`src/rtl/mult_pkg.sv`:
```
// Shared constants and state encoding for the sequential shift-add multiplier.
package mult_pkg;

    localparam int ITER  = 32;
    localparam int CNT_W = 6;

    typedef enum logic [1:0] {
        S_IDLE = 2'b00,
        S_CALC = 2'b01,
        S_DONE = 2'b10
    } state_t;

endpackage

```
`src/rtl/adder_32b.sv`:
```
// 32-bit ripple adder with carry-out and signed-overflow flag.
module adder_32b (
    input  logic [31:0] i0,
    input  logic [31:0] i1,
    input  logic        cin,
    output logic [31:0] sum,
    output logic        cout,
    output logic        ovflw
);

    always_comb begin
        {cout, sum} = {1'b0, i0} + {1'b0, i1} + {32'd0, cin};
        // Two's-complement overflow: same-sign operands, result sign differs
        ovflw = (i0[31] == i1[31]) && (sum[31] != i0[31]);
    end

endmodule

```
`src/rtl/mult_32b_seq.sv`:
```
// Unsigned 32x32 shift-add multiplier; one partial-product step per clock,
// 64-bit registered product with a one-cycle done pulse.
module mult_32b_seq
    import mult_pkg::*;
#(
    parameter int WIDTH = 32
) (
    input  logic             clk,
    input  logic             rst_n,
    input  logic             start,
    input  logic [WIDTH-1:0] a,
    input  logic [WIDTH-1:0] b,
    output logic             busy,
    output logic             done,
    output logic [2*WIDTH-1:0] product
);

    state_t             state, state_nxt;
    logic [WIDTH-1:0]   mcand, acc_hi, acc_lo;
    logic [CNT_W-1:0]   count;

    logic [WIDTH-1:0]   add_i1, add_sum;
    logic               add_cout;
    logic               adder_ovflw_unused;
    logic [WIDTH-1:0]   acc_hi_nxt, acc_lo_nxt;
    logic               last_iter;

    assign add_i1 = acc_lo[0] ? mcand : '0;

    adder_32b u_adder (
        .i0    (acc_hi),
        .i1    (add_i1),
        .cin   (1'b0),
        .sum   (add_sum),
        .cout  (add_cout),
        .ovflw (adder_ovflw_unused)
    );

    // 65-bit {cout, sum, acc_lo} >> 1: carry lands in the product MSB
    assign acc_hi_nxt = {add_cout, add_sum[WIDTH-1:1]};
    assign acc_lo_nxt = {add_sum[0], acc_lo[WIDTH-1:1]};
    assign last_iter  = (count == CNT_W'(ITER - 1));

    always_ff @(posedge clk) begin
        if (!rst_n) state <= S_IDLE;
        else        state <= state_nxt;
    end

    always_comb begin
        state_nxt = state;
        unique case (state)
            S_IDLE:  if (start) state_nxt = S_CALC;
            S_CALC:  if (last_iter) state_nxt = S_DONE;
            S_DONE:  state_nxt = S_IDLE;
            default: state_nxt = S_IDLE;
        endcase
    end

    assign busy = (state == S_CALC);
    assign done = (state == S_DONE);

    always_ff @(posedge clk) begin
        if (!rst_n) begin
            mcand   <= '0;
            acc_hi  <= '0;
            acc_lo  <= '0;
            count   <= '0;
            product <= '0;
        end else begin
            case (state)
                S_IDLE: begin
                    if (start) begin
                        mcand  <= a;
                        acc_hi <= '0;
                        acc_lo <= b;
                        count  <= '0;
                    end
                end
                S_CALC: begin
                    acc_hi <= acc_hi_nxt;
                    acc_lo <= acc_lo_nxt;
                    count  <= count + 1'b1;
                    if (last_iter) product <= {acc_hi_nxt, acc_lo_nxt};
                end
                default: ;
            endcase
        end
    end

endmodule
```
`config.mk`:
```
export PLATFORM = sky130hd
export DESIGN_NAME = mult_32b_seq
export DESIGN_NICKNAME = d
export VERILOG_FILES = /design/src/rtl/mult_pkg.sv /design/src/rtl/adder_32b.sv /design/src/rtl/mult_32b_seq.sv
export SDC_FILE = /design/constraint.sdc
export NUM_CORES = 1
export LEC_CHECK = 0
export ABC_CLOCK_PERIOD_IN_PS = 5900
export BUFFER_PORTS_ARGS = -buffer_cell sky130_fd_sc_hd__buf_2
export CAP_MARGIN = 20
export CORE_AREA = 4 4 141 143
export CTS_BUF_LIST = sky130_fd_sc_hd__clkbuf_16
export DETAILED_ROUTE_END_ITERATION = 10
export DIE_AREA = 0 0 145 147
export SYNTH_ARGS = -nofsm -noshare
export SYNTH_HDL_FRONTEND = slang
export SYNTH_SLANG_ARGS = --single-unit
```
`constraint.sdc`:
```
create_clock -name clk -period 5.9 [get_ports clk]
set_input_delay 1.77 -clock clk [delete_from_list [all_inputs] [get_ports clk]]
set_output_delay 1.77 -clock clk [all_outputs]
set_load 0.05 [all_outputs]
```
==> results.toml <==
[status]
status = "finished clean"

[critical_path]
critPathKind = "reg -> reg"
crit_required_ns = 6.21
cp-end-kind = "flop"
arrival_ns = 3.70
critPathLaunchType = "flop"
worst-path-max-fanout = 33

[timing]
final_max_slew_viol_count = 0
fin_worst_skew_ns = 0.0129
hold_viol = 0
clock.fmax_mhz = 295
post-route-period-util_pct = 57.4
grt_setup_unrepaired = "no"
min_period_ns = 3.39
relSlewSlack_pct = 39.6
fin_tns_setup_ns = 0
setup_viol_count_final = 0
tightestPinTransition_ns = 0.907

[routing]
drc = 0
antenna_left = 0
wire_per_inst_um = 15.0
drt-initial-drc-count = 322
vias = 6994
wl_um = 20100
first_pass_iters = 5
viasPerCell = 5.24

[clock_network]
cts_tree = "built"
cts_root_buffer = "clkbuf_16"
ctsHtreeMaxLevel = 4
cts_buffer_depth = 2
worstSkewPairLatency_ns = 0.44
cts_buffers = 17
clkTransAtPathRegs_ns = 0.08
cts_resized = 0
post_cts_buffers = 0
ctsHoldBuffers = 0
clock_sinks = 168

[synthesis]
yosysUniqueCellTypes = 56
synthAdderAreaFrac_pct = 5.50
synth_edf_count = 0
syn_area_per_cell_sq_um = 7.94
synth_top_area_share_pct = 42.8
ys_warn_count = 0
synth-simple-area-share_pct = 22.7
synth_compound_area_share_pct = 22.0
synth_area_leaders = "dfxtp_1 43%, nand2_1 10%, a21oi_1 6.9%"
synthFlopType = "dfxtp_1"
muxShareOfSynthArea_pct = 0.255
synth-async-reset-ratio_pct = 0
synth_top_area_cell = "dfxtp_1"
syn_area_sq_um = 7870
synth_top_family_by_area = "simple AND/OR/NAND/NOR gates"
synthXorXnorAreaFrac_pct = 3.01
seq_area_frac_synth_pct = 42.8
synth-seq-cells = 168
syn_inst = 991
syn-num-nets = 1092

[cells_and_area]
synthToLayoutAreaGrowth_pct = 18.0
regArea_sq_um = 3360
drive_gt1_share_pct = 17.2
multi_input_area_sq_um = 4220
utilization_pct = 49.9
final_nets = 1189
layout_common_cells = "212 x nand2_1, 168 x dfxtp_1, 132 x buf_2, 109 x a21oi_1, 97 x nor2_1"
final_common_cell = "nand2_1"
n_fill_cell = 1886

[place]
gp_congestion = 0.809
dp_hpwl_um = 13200
portBuffers = 132

[power]
power.density_nw_per_um2 = 270
vdd_drop_max_v = 0.000208
leakage_nw = 3.90

[floorplan]
die_x_um = 145
die-area_sq_um = 21300
coreArea_sq_um = 18600
die_y_um = 147
start_util_pct = 42.3
num_rows = 50
pin_count = 133

[global_routing]
grt_pass1_vias = 6569
grt_overflow = 0
grt_pass1_wl_um = 33100
grt_max_degree = 82
grt_antenna_before_repair = 1
grt_usage_pct = 18.6

[flow_run]
cap_violations = 0

[worst_hold_path]
hp-class = "reg -> reg"
## kinds of logic (layout without fill, tap and decap cells)
logic type,Yosys count,after routing
other cells,0,1
fa+ha+maj,34,34
mux,2,2
simple gates,414,414
buf+inv,78,188
compound gates,268,268
xor+xnor,27,27
flops,168,168
## cells in the mapped netlist (2+ instances only)
master,number
a31oi_1,8
and3_1,3
buf_1,4
nand2b_1,5
o21ai_0,45
o21ai_1,4
inv_1,12
ha_1,33
o21bai_1,4
o21a_1,5
clkbuf_1,59
a211oi_1,2
xnor2_1,15
dfxtp_1,168
a21boi_0,15
nand3_1,28
mux2i_1,2
nor2b_1,5
o211ai_1,4
xor2_1,12
nor2_1,97
a21oi_1,109
a221oi_1,2
and2_1,42
o31a_1,2
nor3_1,5
nand4_1,9
a21o_1,12
a22o_1,7
o221ai_1,33
o211a_1,3
nand2_1,213
## stage by stage
stage | std cells | worst slack [ns] | instance area [sq um] | hold slack (ns) | total power (W)
after floorplan | 991 | 2.91 | 7870 | 0.432 | 0.00135
after global placement | 1303 | 2.43 | 8670 | 0.439 | 0.00142
after detailed placement | 1303 | 2.39 | 8670 | 0.442 | 0.00142
after CTS | 1335 | 2.50 | 9280 | 0.452 | 0.00254
after global routing | 1336 | 2.20 | 9280 | 0.467 | 0.00261
final | 1336 | 2.51 | 9280 | 0.450 | 0.00251
## worst paths after layout
path                                 from     endpoint  slack (ns)  cells after the start
worst max-delay path            acc_lo[0]  product[50]        2.51                     12
worst min-delay path             mcand[3]     mcand[3]        0.45                      2
worst max register to register  acc_lo[0]  product[50]        2.51                     12
worst min register to register   mcand[3]     mcand[3]        0.45                      2
## worst max-delay path, stage by stage (launching register included)
cell	delay [ns]
dfxtp_1	0.31
buf_4	0.29
nand2_1	0.15
inv_1	0.08
ha_1	0.23
a211oi_1	0.32
o31ai_1	0.15
a211oi_2	0.47
a31oi_1	0.23
a221oi_1	0.52
o21ai_0	0.18
xnor2_1	0.21
o21ai_0	0.12
## sequential cells by signal, indices dropped and copies added (netlist names)
signal	flops
product	64
acc_hi	32
acc_lo	32
mcand	32
count	6
state	2
## layout make-up
cell class	instances	share of cell area (%)
antenna	1	0.0270
clock buffer	17	4.59
clock inverter	15	1.98
inverter	13	0.526
multi-input combinational	745	45.5
sequential	168	36.3
tap	234	3.16
timing repair buffer	143	8.01
## power breakdown
part | switching, W | total (W) | internal (W)
registers | 0.0000248 | 0.00120 | 0.00117
clock network | 0.000542 | 0.00111 | 0.000573
logic | 0.000126 | 0.000196 | 0.0000694
## routing by layer
layer  up-vias  track usage [%]  share of wire (%)
li1       3620                -                  -
met1      3217             24.5                 48
met2       137             31.5                 47
met3        20             3.64                3.9
met4         0             5.27                1.2
met5         -                0                  0
(Power assumes the default switching activity.)
